File: src/rtl/cmp_pkg.sv
// Shared types and constants for the iterative magnitude comparator.
// Result codes use bit order {eq, lt, gt}.
package cmp_pkg;

  typedef enum logic {
    IDLE = 1'b0,
    RUN  = 1'b1
  } state_t;

  localparam logic [2:0] RES_NONE = 3'b000;
  localparam logic [2:0] RES_EQ   = 3'b100;
  localparam logic [2:0] RES_LT   = 3'b010;
  localparam logic [2:0] RES_GT   = 3'b001;

  // Ceiling log2, used to size the digit index counter.
  function automatic int clog2(input int value);
    int result;
    int v;
    result = 32'sd0;
    v      = value - 32'sd1;
    while (v > 32'sd0) begin
      result = result + 32'sd1;
      v      = v >>> 1;
    end
    return result;
  endfunction

endpackage

File: src/rtl/digit_compare.sv
// Combinational single-digit unsigned comparator.
// Equality from per-bit XNOR; greater-than from an MSB-first cascade in
// which a bit only decides the result while all higher bits are equal.
module digit_compare #(
  parameter int DIGIT = 4
) (
  input  logic [DIGIT-1:0] x,
  input  logic [DIGIT-1:0] y,
  output logic             eq,
  output logic             gt
);

  logic [DIGIT-1:0] same_s;
  logic             gt_s;
  logic             prefix_eq_s;

  // Per-bit equality and cascaded greater-than chain, MSB first.
  always_comb begin
    same_s      = x ~^ y;
    gt_s        = 1'b0;
    prefix_eq_s = 1'b1;
    for (int i = DIGIT - 1; i >= 0; i--) begin
      gt_s        = gt_s | (prefix_eq_s & x[i] & ~y[i]);
      prefix_eq_s = prefix_eq_s & same_s[i];
    end
  end

  assign eq = &same_s;
  assign gt = gt_s;

endmodule

File: src/rtl/iterative_magnitude_comparator.sv
// Multi-cycle N-bit magnitude comparator: scans captured operands MSB-first,
// one DIGIT-bit digit per clock, and stops at the first differing digit.
// Optional feature macro: CMP_SIGNED_EN adds a signed_mode input that selects
// two's-complement ordering by inverting the operand sign bits at capture.
module iterative_magnitude_comparator
  import cmp_pkg::*;
#(
  parameter int WIDTH = 16,
  parameter int DIGIT = 4
) (
  input  logic             clk,
  input  logic             rst_n,
  input  logic             start,
  input  logic             abort,
  input  logic [WIDTH-1:0] a,
  input  logic [WIDTH-1:0] b,
`ifdef CMP_SIGNED_EN
  input  logic             signed_mode,
`endif
  output logic             busy,
  output logic             done,
  output logic             a_eq_b,
  output logic             a_lt_b,
  output logic             a_gt_b
);

  localparam int NDIG = WIDTH / DIGIT;
  localparam int IDXW = (clog2(NDIG) > 32'sd0) ? clog2(NDIG) : 32'sd1;
  localparam logic [IDXW-1:0] IDX_TOP = IDXW'(NDIG - 1);
  localparam logic [IDXW-1:0] IDX_ONE = IDXW'(1);
  localparam logic [IDXW-1:0] IDX_ZERO = IDXW'(0);

  state_t           state_r;
  logic [WIDTH-1:0] a_r;
  logic [WIDTH-1:0] b_r;
  logic [IDXW-1:0]  idx_r;
  logic [2:0]       flags_r;
  logic             busy_r;
  logic             done_r;

  logic [WIDTH-1:0] cap_a_s;
  logic [WIDTH-1:0] cap_b_s;
  logic [DIGIT-1:0] dig_a_s;
  logic [DIGIT-1:0] dig_b_s;
  logic             dig_eq_s;
  logic             dig_gt_s;

  // Operand values to capture; signed ordering flips both sign bits so an
  // unsigned scan yields the two's-complement result.
  always_comb begin
    cap_a_s = a;
    cap_b_s = b;
`ifdef CMP_SIGNED_EN
    if (signed_mode) begin
      cap_a_s[WIDTH-1] = ~a[WIDTH-1];
      cap_b_s[WIDTH-1] = ~b[WIDTH-1];
    end else begin
      cap_a_s = a;
      cap_b_s = b;
    end
`endif
  end

  // Select the digit currently under inspection.
  always_comb begin
    dig_a_s = a_r[int'(idx_r) * DIGIT +: DIGIT];
    dig_b_s = b_r[int'(idx_r) * DIGIT +: DIGIT];
  end

  digit_compare #(
    .DIGIT(DIGIT)
  ) u_digit_compare (
    .x (dig_a_s),
    .y (dig_b_s),
    .eq(dig_eq_s),
    .gt(dig_gt_s)
  );

  // Control FSM with registered busy/done/result flags.
  always_ff @(posedge clk or negedge rst_n) begin
    if (!rst_n) begin
      state_r <= IDLE;
      a_r     <= {WIDTH{1'b0}};
      b_r     <= {WIDTH{1'b0}};
      idx_r   <= IDX_ZERO;
      flags_r <= RES_NONE;
      busy_r  <= 1'b0;
      done_r  <= 1'b0;
    end else begin
      case (state_r)
        IDLE: begin
          done_r <= 1'b0;
          if (start) begin
            a_r     <= cap_a_s;
            b_r     <= cap_b_s;
            idx_r   <= IDX_TOP;
            flags_r <= RES_NONE;
            busy_r  <= 1'b1;
            state_r <= RUN;
          end else begin
            busy_r  <= 1'b0;
            state_r <= IDLE;
          end
        end
        RUN: begin
          if (abort) begin
            flags_r <= RES_NONE;
            busy_r  <= 1'b0;
            done_r  <= 1'b0;
            state_r <= IDLE;
          end else if (!dig_eq_s) begin
            flags_r <= dig_gt_s ? RES_GT : RES_LT;
            busy_r  <= 1'b0;
            done_r  <= 1'b1;
            state_r <= IDLE;
          end else if (idx_r == IDX_ZERO) begin
            flags_r <= RES_EQ;
            busy_r  <= 1'b0;
            done_r  <= 1'b1;
            state_r <= IDLE;
          end else begin
            idx_r   <= idx_r - IDX_ONE;
            done_r  <= 1'b0;
            state_r <= RUN;
          end
        end
        default: begin
          flags_r <= RES_NONE;
          busy_r  <= 1'b0;
          done_r  <= 1'b0;
          state_r <= IDLE;
        end
      endcase
    end
  end

  assign busy   = busy_r;
  assign done   = done_r;
  assign a_eq_b = flags_r[2];
  assign a_lt_b = flags_r[1];
  assign a_gt_b = flags_r[0];

endmodule

File: config.mk
export PLATFORM = sky130hd
export DESIGN_NAME = iterative_magnitude_comparator
export DESIGN_NICKNAME = d
export VERILOG_FILES = /design/src/rtl/cmp_pkg.sv /design/src/rtl/digit_compare.sv /design/src/rtl/iterative_magnitude_comparator.sv
export SDC_FILE = /design/constraint.sdc
export NUM_CORES = 1
export LEC_CHECK = 0
export BUFFER_PORTS_ARGS = -buffer_cell sky130_fd_sc_hd__buf_4
export CORE_ASPECT_RATIO = 0.7
export CORE_UTILIZATION = 28
export DETAILED_ROUTE_END_ITERATION = 8
export GPL_TIMING_DRIVEN = 0
export PLACE_DENSITY = 0.53
export RECOVER_POWER = 100
export SLEW_MARGIN = 10
export SYNTH_ARGS = -nofsm -noshare
export SYNTH_HDL_FRONTEND = slang
export SYNTH_HIERARCHICAL = 1
export SYNTH_SLANG_ARGS = --single-unit
export TNS_END_PERCENT = 10
File: constraint.sdc
create_clock -name clk -period 5.18 [get_ports clk]
set_clock_uncertainty 0.15 [all_clocks]
set_input_delay 0.518 -clock clk [delete_from_list [all_inputs] [get_ports clk]]
set_output_delay 0.518 -clock clk [all_outputs]
set_load 0.005 [all_outputs]
Word-level counts from Yosys, hierarchy flattened. Cells that the tools add are included.

Add/subtract/negate cells: 1. $mul: 0. Divide/modulo/power cells: 0. $lt $le $gt $ge: 0. Equal/unequal tests: 5. Shift operators: 2. Multiplexer cells: 24. Bitwise gates (word level): 18. Reduce and logical (&&, ||, !) cells: 5.

Operators by type and width (number): variable part select 16 x 5 -> 4 bit (2); 2-to-1 mux 3 bit (4); 2-to-1 mux 1 bit (10); 2-to-1 mux 2 bit (5); bitwise AND 1 bit (9); AND reduction 4 bit (2); != test 2 bit, second input constant (3); one-hot mux 1 bit (2 select lines) (3); one-hot mux 3 bit (2 select lines) (1); NOT 1 bit (5); != test 4 x 3 -> 1 bit, second input constant (1); one-hot mux 2 bit (2 select lines) (1); AND reduction 2 bit (2); XNOR 4 bit (1); OR 1 bit (3); logical NOT 2 bit (1); != test 2 x 1 -> 1 bit, second input constant (1); subtractor 2 x 1 -> 2 bit, second input constant (1).

Register bits after elaboration: 40. Bits in latches: 0. RAM bits: 0. ROM bits: 0. Bits of input ports: 36. Output and inout port bits: 5. Logic and storage cells: 62. Memories kept: 0.

Depth between registers and ports, before layout. Gate-level depths: netlist of the first run.

Depth in word-level cells: 11. Depth in mapped cells: 9. Mapped depth without buffers: 8.

By module. Netlist of the first run, hierarchy kept.

Modules (own cells, without submodules): iterative_magnitude_comparator (times used 1, cells each 109, area an instance 1844.3 um^2, seq. area each 1001.0 um^2); digit_compare (times used 1, cells each 14, area an instance 100.1 um^2, seq. area each 0.0 um^2).

Worst setup path before layout of the first run. OpenSTA, ideal clock, no wires.

Path kind: register to register. Start point: reg idx_r[0]. End point: reg flags_r[0]. Data arrival time: 2.318 ns. Setup slack: 2.646 ns. Cell stages (with the launch flop): 9. Cells stage by stage: dfrtp_1 -> buf_4 -> mux4_2 -> ha_1 -> nand2_1 -> a2111oi_2 -> and4bb_4 -> or2_1 -> a22o_1.

Elaborated cells on any way between the ends: 27. Classes of those cells: 1 x eq/ne; 2 x shift; 4 x mux; 17 x bitwise; 3 x reduce/logical.

RTL lines: start: declaration (RTL line iterative_magnitude_comparator.sv:36) `logic [IDXW-1:0] idx_r;`; start signal: assignment (RTL line iterative_magnitude_comparator.sv:122) `idx_r <= idx_r - IDX_ONE;`; variable part select 16 x 5 -> 4 bit * (RTL line iterative_magnitude_comparator.sv:66) `dig_a_s = a_r[int'(idx_r) * DIGIT +: DIGIT];`; named net dig_a_s[3] (RTL line iterative_magnitude_comparator.sv:43) `logic [DIGIT-1:0] dig_a_s;`; XNOR 4 bit * (RTL line digit_compare.sv:19) `same_s = x ~^ y;`; AND reduction 4 bit * (RTL line digit_compare.sv:28) `assign eq = &same_s;`; named net dig_eq_s (RTL line iterative_magnitude_comparator.sv:45) `logic dig_eq_s;`; 2-to-1 mux 3 bit (RTL line iterative_magnitude_comparator.sv:111) `end else if (!dig_eq_s) begin`; 2-to-1 mux 3 bit (RTL line iterative_magnitude_comparator.sv:106) `if (abort) begin`; one-hot mux 3 bit (2 select lines) (RTL line iterative_magnitude_comparator.sv:90) `case (state_r)`; end signal: assignment (RTL line iterative_magnitude_comparator.sv:112) `flags_r <= dig_gt_s ? RES_GT : RES_LT;`; end: declaration (RTL line iterative_magnitude_comparator.sv:37) `logic [2:0] flags_r;`.

The timed path passes the listed nets; every way through them passes the cells marked *. A chain may end at the register's enable or synchronous reset.

Final worst setup path of the first run. Ends and elaborated chain as after synthesis.

==> results by group, run 1 <==
Logic synthesis
  • Simple-gate share of the synthesized area: 4.38%
  • Share of cell area taken by muxes after synthesis: 32.8%
  • Synth Area per Inst: 15.8 µm²
  • Unique masters post-synth: 28
  • Largest area contributor in the netlist: dfrtp_1
  • Cell count after synthesis: 123
  • Largest cells by area after synthesis: dfrtp_1, mux2_4, mux4_2, mux2_2, buf_8
  • Share of the synthesized area in compound gates (AO/OA/AOI/OAI): 4.89%
  • Synth top area share: 51.5%
  • Synth Area in Adders: 1.29%
  • Main combinational cell family by area after synthesis: multiplexers
  • Post-Syn Area: 1940 µm²
  • Synthesized flop and latch total: 40
  • Syn Nets: 161
  • Yosys synthesis warning count: 6
  • Xor and xnor fraction of the mapped netlist area: 0.450%
  • Sequential-to-total area share from yosys stat: 51.5%

CTS
  • Number of buffers created by CTS: 5
  • H-tree depth reported by CTS: 2
  • Maximum clock insertion buffer count: 2
  • Clock tree root buffer cell: clkbuf_8
  • Number of clock sinks seen by CTS: 40
  • Clk_lat worst skew: 280 ps
  • Post-CTS repair timing setup buffer count: 0
  • Reg clk slew, reported paths: 80 ps
  • Quantity of gates resized following cts: 0
  • TritonCTS clock tree: built
  • Number of hold buffers added after cts: 0

Timing
  • Worst-Margin Slew: 2090 ps
  • Worst slew slack as a fraction of its limit: -39.3%
  • Upper clock frequency limit: 268 MHz
  • Worst Hold Slack: 294 ps
  • Number of slew-limit violations in the final report: 41
  • Final worst path period need: 3740 ps
  • Final critical-path share of the clock period: 72.1%
  • Fin Setup TNS: 0 ps
  • Final setup violating endpoints: 0
  • Final hold violation count: 0
  • Unrepaired setup endpoints after global routing: false

Worst setup path
  • Stage delay of the slowest cell on the critical path: 910 ps
  • Delay-heaviest family, CP: compound AO/OA/AOI/OAI gates
  • Kind of critical path: reg -> reg
  • Critical-path cell with the highest stage delay: a2111oi_0
  • Stages on worst setup path: 8
  • Flop2flop setup slack: 1440 ps
  • Crit Path Max Fanout: 10
  • Req. time, crit path: 5250 ps
  • List of cells traversed by the critical path: clkbuf_1 -> mux4_2 -> ha_1 -> nand2_1 -> a2111oi_0 -> and4bb_4 -> or2_1 -> a22o_1
  • Element type at the critical path start: flop
  • Crit. End Element: flop
  • Data arrival at the endpoint of the critical path: 3810 ps
  • R2R cell count: 8
  • Sum of buffers and inverters on the critical path: 1

Layout
  • Share of cells above drive strength 1: 39.2%
  • Most used cells in the layout excluding fill and tap cells: dfrtp_1, buf_4, mux2_1
  • Antenna cells: 0
  • Leading cell type in the layout, fill and taps excluded: dfrtp_1
  • Final net count: 208
  • Area overhead of the layout relative to synthesis: 19.0%
  • Fill cell instance count of the final layout: 676

Die
  • Die width: 102 µm
  • Placement Rows: 25
  • Floorplan Core Area: 6730 µm²
  • Number of I/O pins: 41
  • Effective utilization at floorplan: 28.9%
  • Die Y-Extent: 71.7 µm
  • DIE AREA: 7290 µm²

Drt
  • Number of nets with antenna violations after detailed routing: 0
  • Vias after detailed routing: 1140
  • Post-DR wirelength/cell: 14.7 µm
  • Post-Route WL: 3900 µm
  • Length of the first detailed-routing pass in iterations: 4
  • Detailed router's first-iteration violation count: 20
  • Per-cell via count in the routed design: 4.30
  • Residual DRC: 0

GRT
  • Global routing usage summed across all routing layers: 12.0%
  • Maximum number of pins on one net before global-route repair: 41
  • Initial antenna violation count: 0
  • Met2 Use GR: 18.7%
  • Gr ovfl total: 0
  • Wire length of the first global-routing pass: 6450 µm
  • Global routing usage on met1: 15.7%
  • Gr busiest metal: met2
  • Number of global-route vias before repair: 1323
  • Met3 track utilization from global routing: 4.29%

Run
  • Total of max-cap violations: 1

Run status
  • Result of the run: complete, but fails checks
  • Violated checks: max-capacitance violations, max-slew violations

Min path
  • Path type of the worst min-delay path: in -> reg
  • Hold path depth: 2

Placement
  • Detail Placement HPWL: 2960 µm
  • Total of buffers placed on input and output ports: 40
  • Routability-driven placement congestion ratio: 0.693

Pwr
  • Leakage component of the power: 1.05 nW
  • Maximum VDD drop: 0.000109 V
  • Power density normalized to cell area: 363 nW/µm²
==> final cells by class <==
type | count | area [µm²] | share of cell area, %
repair buffers | 40 | 293 | 12.7
multi-input cells | 70 | 759 | 32.8
clock buffers | 6 | 82.6 | 3.57
clock inverters | 2 | 10.0 | 0.433
plain buffers | 6 | 23.8 | 1.03
flip-flops and latches | 40 | 1000 | 43.3
well taps | 94 | 118 | 5.08
inverters | 7 | 26.3 | 1.14
==> state kept, by name, indices dropped and copies added (netlist names) <==
signal	cells
done	1
a_r	16
state_r	1
busy	1
b_r	16
flags_r	3
idx_r	2
==> metrics by stage <==
step	total power, mW	utilization (%)	setup WS (ps)	instance area [µm²]	instances
finish	0.839	34.4	1440	2310	265
global route	0.889	34.4	1120	2310	265
CTS	0.904	36.5	2340	2450	265
detailed placement	0.692	35.1	2370	2360	257
global placement	0.682	35.1	2360	2360	257
floorplan	0.609	-	2650	1940	123
==> report_power, final <==
part           total (mW)  internal [mW]  switching (mW)  leakage, nW
clock network       0.209          0.106           0.103       0.0510
registers           0.405          0.373          0.0320        0.470
logic               0.224          0.126          0.0976        0.525
total               0.839          0.606           0.233         1.05
==> worst register-to-register path: cells and delay by family (launching register included) <==
family          cells  cell delay, ps
flops               1             370
fa+ha+maj           1             320
mux                 1             590
simple gates        3             620
compound gates      2            1040
buf+inv             1             590
==> final timing paths <==
kind / start / endpoint
min in group asynchronous: rst_n / b_r[7]
worst max register to register: idx_r[0] / flags_r[0]
worst min register to register: b_r[0] / b_r[0]
max in group asynchronous: rst_n / a_r[5]
worst max-delay path: idx_r[0] / flags_r[0]
worst min-delay path: b[0] / b_r[0]
==> cell usage after synthesis <==
library cell	count
a22o_1	1
nor2b_1	1
inv_1	7
buf_8	2
mux2_2	6
nor3_1	3
mux2_4	26
dfrtp_1	40
mux4_2	8
o22ai_1	1
nor2b_4	1
xnor2_1	1
buf_4	1
a21oi_1	4
o221ai_1	1
and4bb_4	1
or2_1	1
nand2b_1	1
or2_2	1
a31oi_1	1
buf_2	1
o21ai_0	3
nor2_1	2
a2111oi_2	1
a21o_1	2
ha_1	2
buf_6	2
nand2_1	2
==> routing by layer <==
| metal | share of wire [%] | up-vias | routed length (µm) |
|---|---|---|---|
| li1 | - | 538 | - |
| met1 | 47 | 569 | 1810 |
| met2 | 46 | 29 | 1780 |
| met3 | 7.5 | 4 | 291 |
| met4 | 0.36 | 0 | 14 |
| met5 | 0 | - | 0 |
==> cells by family (layout without fill, tap and decap cells) <==
kind of cell / Yosys count / after routing
XOR/XNOR: 1 / 1
buffers and inverters: 13 / 61
adder cells (fa/ha/maj): 2 / 2
flip-flops: 40 / 40
multiplexers: 40 / 40
AO/OA/AOI/OAI: 14 / 14
AND/OR/NAND/NOR: 13 / 13
Power figures use the tool's default switching activity.
==> run 2, diff against run 1 <==
Settings changed: PLACE_DENSITY 0.53 to 0.54.
Clock period 5.18 ns to 3.11 ns, I/O delays scaled along.
==> results by group, run 2 (synthesized netlist as in run 1, its figures left out) <==
Worst setup path
  • Delay-heaviest family, CP: simple AND/OR/NAND/NOR gates (was compound AO/OA/AOI/OAI gates)
  • Element type at the critical path start: flop (unchanged)
  • Crit. End Element: flop (unchanged)
  • Destination of the worst register-to-register timing path: flags_r[0] (unchanged)
  • Critical-path cell with the highest stage delay: mux4_2 (was a2111oi_0)
  • R2R Path Start: idx_r[0] (unchanged)
  • List of cells traversed by the critical path: buf_4 -> mux4_2 -> ha_1 -> nand2_1 -> a2111oi_2 -> and4bb_4 -> or2_1 -> a22o_1 (was clkbuf_1 -> mux4_2 -> ha_1 -> nand2_1 -> a2111oi_0 -> and4bb_4 -> or2_1 -> a22o_1)
  • Sum of buffers and inverters on the critical path: 1 (unchanged)
  • Flop2flop setup slack: 230 ps (was 1440 ps)
  • Stage delay of the slowest cell on the critical path: 540 ps (was 910 ps)
  • Data arrival at the endpoint of the critical path: 2950 ps (was 3810 ps)
  • Req. time, crit path: 3180 ps (was 5250 ps)
  • Kind of critical path: reg -> reg (unchanged)
  • R2R cell count: 8 (unchanged)
  • Crit Path Max Fanout: 10 (unchanged)

Timing
  • Final setup violating endpoints: 0 (unchanged)
  • Worst slew slack as a fraction of its limit: 33.4% (was -39.3%)
  • Unrepaired setup endpoints after global routing: false (unchanged)
  • Worst-Margin Slew: 999 ps (was 2090 ps)
  • Final hold violation count: 0 (unchanged)
  • Final critical-path share of the clock period: 92.6% (was 72.1%)
  • Fin Setup TNS: 0 ps (unchanged)
  • Number of slew-limit violations in the final report: 0 (was 41)
  • Upper clock frequency limit: 347 MHz (was 268 MHz)
  • Worst Hold Slack: 81.1 ps (was 294 ps)
  • Final worst path period need: 2880 ps (was 3740 ps)
  • Final Worst Setup Slack: 230 ps (was 1440 ps)

Placement
  • Total of buffers placed on input and output ports: 40 (unchanged)
  • Placement Setup Slack: 250 ps (was 2370 ps)
  • Detail Placement HPWL: 3000 µm (was 2960 µm)
  • Routability-driven placement congestion ratio: 0.763 (was 0.693)

GRT
  • Number of global-route vias before repair: 1317 (was 1323)
  • Global routing usage summed across all routing layers: 12.6% (was 12.0%)
  • Gr ovfl total: 0 (unchanged)
  • Wire length of the first global-routing pass: 6670 µm (was 6450 µm)
  • Maximum number of pins on one net before global-route repair: 41 (unchanged)
  • Initial antenna violation count: 0 (unchanged)

Drt
  • Post-DR wirelength/cell: 15.2 µm (was 14.7 µm)
  • Vias after detailed routing: 1189 (was 1140)
  • Residual DRC: 0 (unchanged)
  • Length of the first detailed-routing pass in iterations: 4 (unchanged)
  • Per-cell via count in the routed design: 4.47 (was 4.30)
  • Number of nets with antenna violations after detailed routing: 0 (unchanged)
  • Detailed router's first-iteration violation count: 56 (was 20)
  • Post-Route WL: 4050 µm (was 3900 µm)

Die
  • Placement Rows: 25 (unchanged)
  • Number of I/O pins: 41 (unchanged)
  • Floorplan Core Area: 6730 µm² (unchanged)
  • Die Y-Extent: 71.7 µm (unchanged)
  • DIE AREA: 7290 µm² (unchanged)
  • Die width: 102 µm (unchanged)
  • Effective utilization at floorplan: 28.9% (unchanged)

CTS
  • Number of clock sinks seen by CTS: 40 (unchanged)
  • Clock tree root buffer cell: clkbuf_8 (unchanged)
  • Number of buffers created by CTS: 5 (unchanged)
  • Post-CTS repair timing setup buffer count: 0 (unchanged)
  • Number of hold buffers added after cts: 1 (was 0)
  • Maximum clock insertion buffer count: 2 (unchanged)
  • Quantity of gates resized following cts: 0 (unchanged)
  • H-tree depth reported by CTS: 2 (unchanged)
  • TritonCTS clock tree: built (unchanged)
  • Reg clk slew, reported paths: 90 ps (was 80 ps)
  • Clk_lat worst skew: 290 ps (was 280 ps)

Layout
  • Area overhead of the layout relative to synthesis: 21.8% (was 19.0%)
  • Leading cell type in the layout, fill and taps excluded: dfrtp_1 (unchanged)
  • Register Area: 1000 µm² (unchanged)
  • Leading registers by flop count: a_r: 16 flops, b_r: 16 flops, flags_r: 3 flops (unchanged)
  • Final net count: 209 (was 208)
  • Antenna cells: 0 (unchanged)
  • Most used cells in the layout excluding fill and tap cells: dfrtp_1, buf_4, mux2_1 (unchanged)
  • Fill cell instance count of the final layout: 677 (was 676)
  • Multi-input combinational cell area: 766 µm² (was 759 µm²)
  • Share of cells above drive strength 1: 40.7% (was 39.2%)
  • Fin util: 35.2% (was 34.4%)

Min path
  • Worst min-delay path endpoint: b_r[5] (was b_r[0])
  • Hold path depth: 2 (unchanged)
  • Hold Crit Start: b[5] (was b[0])
  • Path type of the worst min-delay path: in -> reg (unchanged)

Pwr
  • Final total power: 1.53 mW (was 0.839 mW)
  • Maximum VDD drop: 0.000246 V (was 0.000109 V)
  • Leakage component of the power: 1.07 nW (was 1.05 nW)
  • Power density normalized to cell area: 645 nW/µm² (was 363 nW/µm²)

Run status
  • Result of the run: finished, final reports clean (was complete, but fails checks)

Run
  • Total of max-cap violations: 0 (was 1)
[run 2: layout make-up]
cell class / instances / share of cell area (%)
Sequential cell: 40 / 42.3
Multi-Input combinational cell: 70 / 32.3
Timing Repair Buffer: 41 / 12.8
Tap cell: 94 / 4.97
Clock buffer: 7 / 4.07
Clock inverter: 1 / 1.27
Buffer: 6 / 1.16
Inverter: 7 / 1.11
[run 2: worst max path at each step]
stage	start	end	cells past startpoint
after global routing	idx_r[0]	flags_r[0]	8
after floorplan	idx_r[0]	flags_r[0]	8
final	idx_r[0]	flags_r[0]	8
after CTS	idx_r[0]	flags_r[0]	8
after global placement	idx_r[0]	flags_r[0]	8
after detailed placement	idx_r[0]	flags_r[0]	8
[run 2: per-layer routing]
layer,up-vias,part of all wire [%],wire (µm),GRT usage (%)
met5,-,0,0,0
met4,0,0.099,4,3.22
met3,2,4.9,199,3.80
met2,31,45,1810,18.3
met1,616,50,2030,18.2
li1,540,-,-,-
[run 2: metrics by stage]
stage,instance area (µm²),instances
floorplan,1940,123
global placement,2360,257
detailed placement,2360,257
CTS,2500,266
global route,2370,266
finish,2370,266
[run 2: report_power, final]
| part | switching (mW) | total [mW] | internal, mW |
|---|---|---|---|
| logic | 0.171 | 0.389 | 0.218 |
| registers | 0.0524 | 0.674 | 0.622 |
| clock network | 0.182 | 0.466 | 0.283 |
| total | 0.406 | 1.53 | 1.12 |
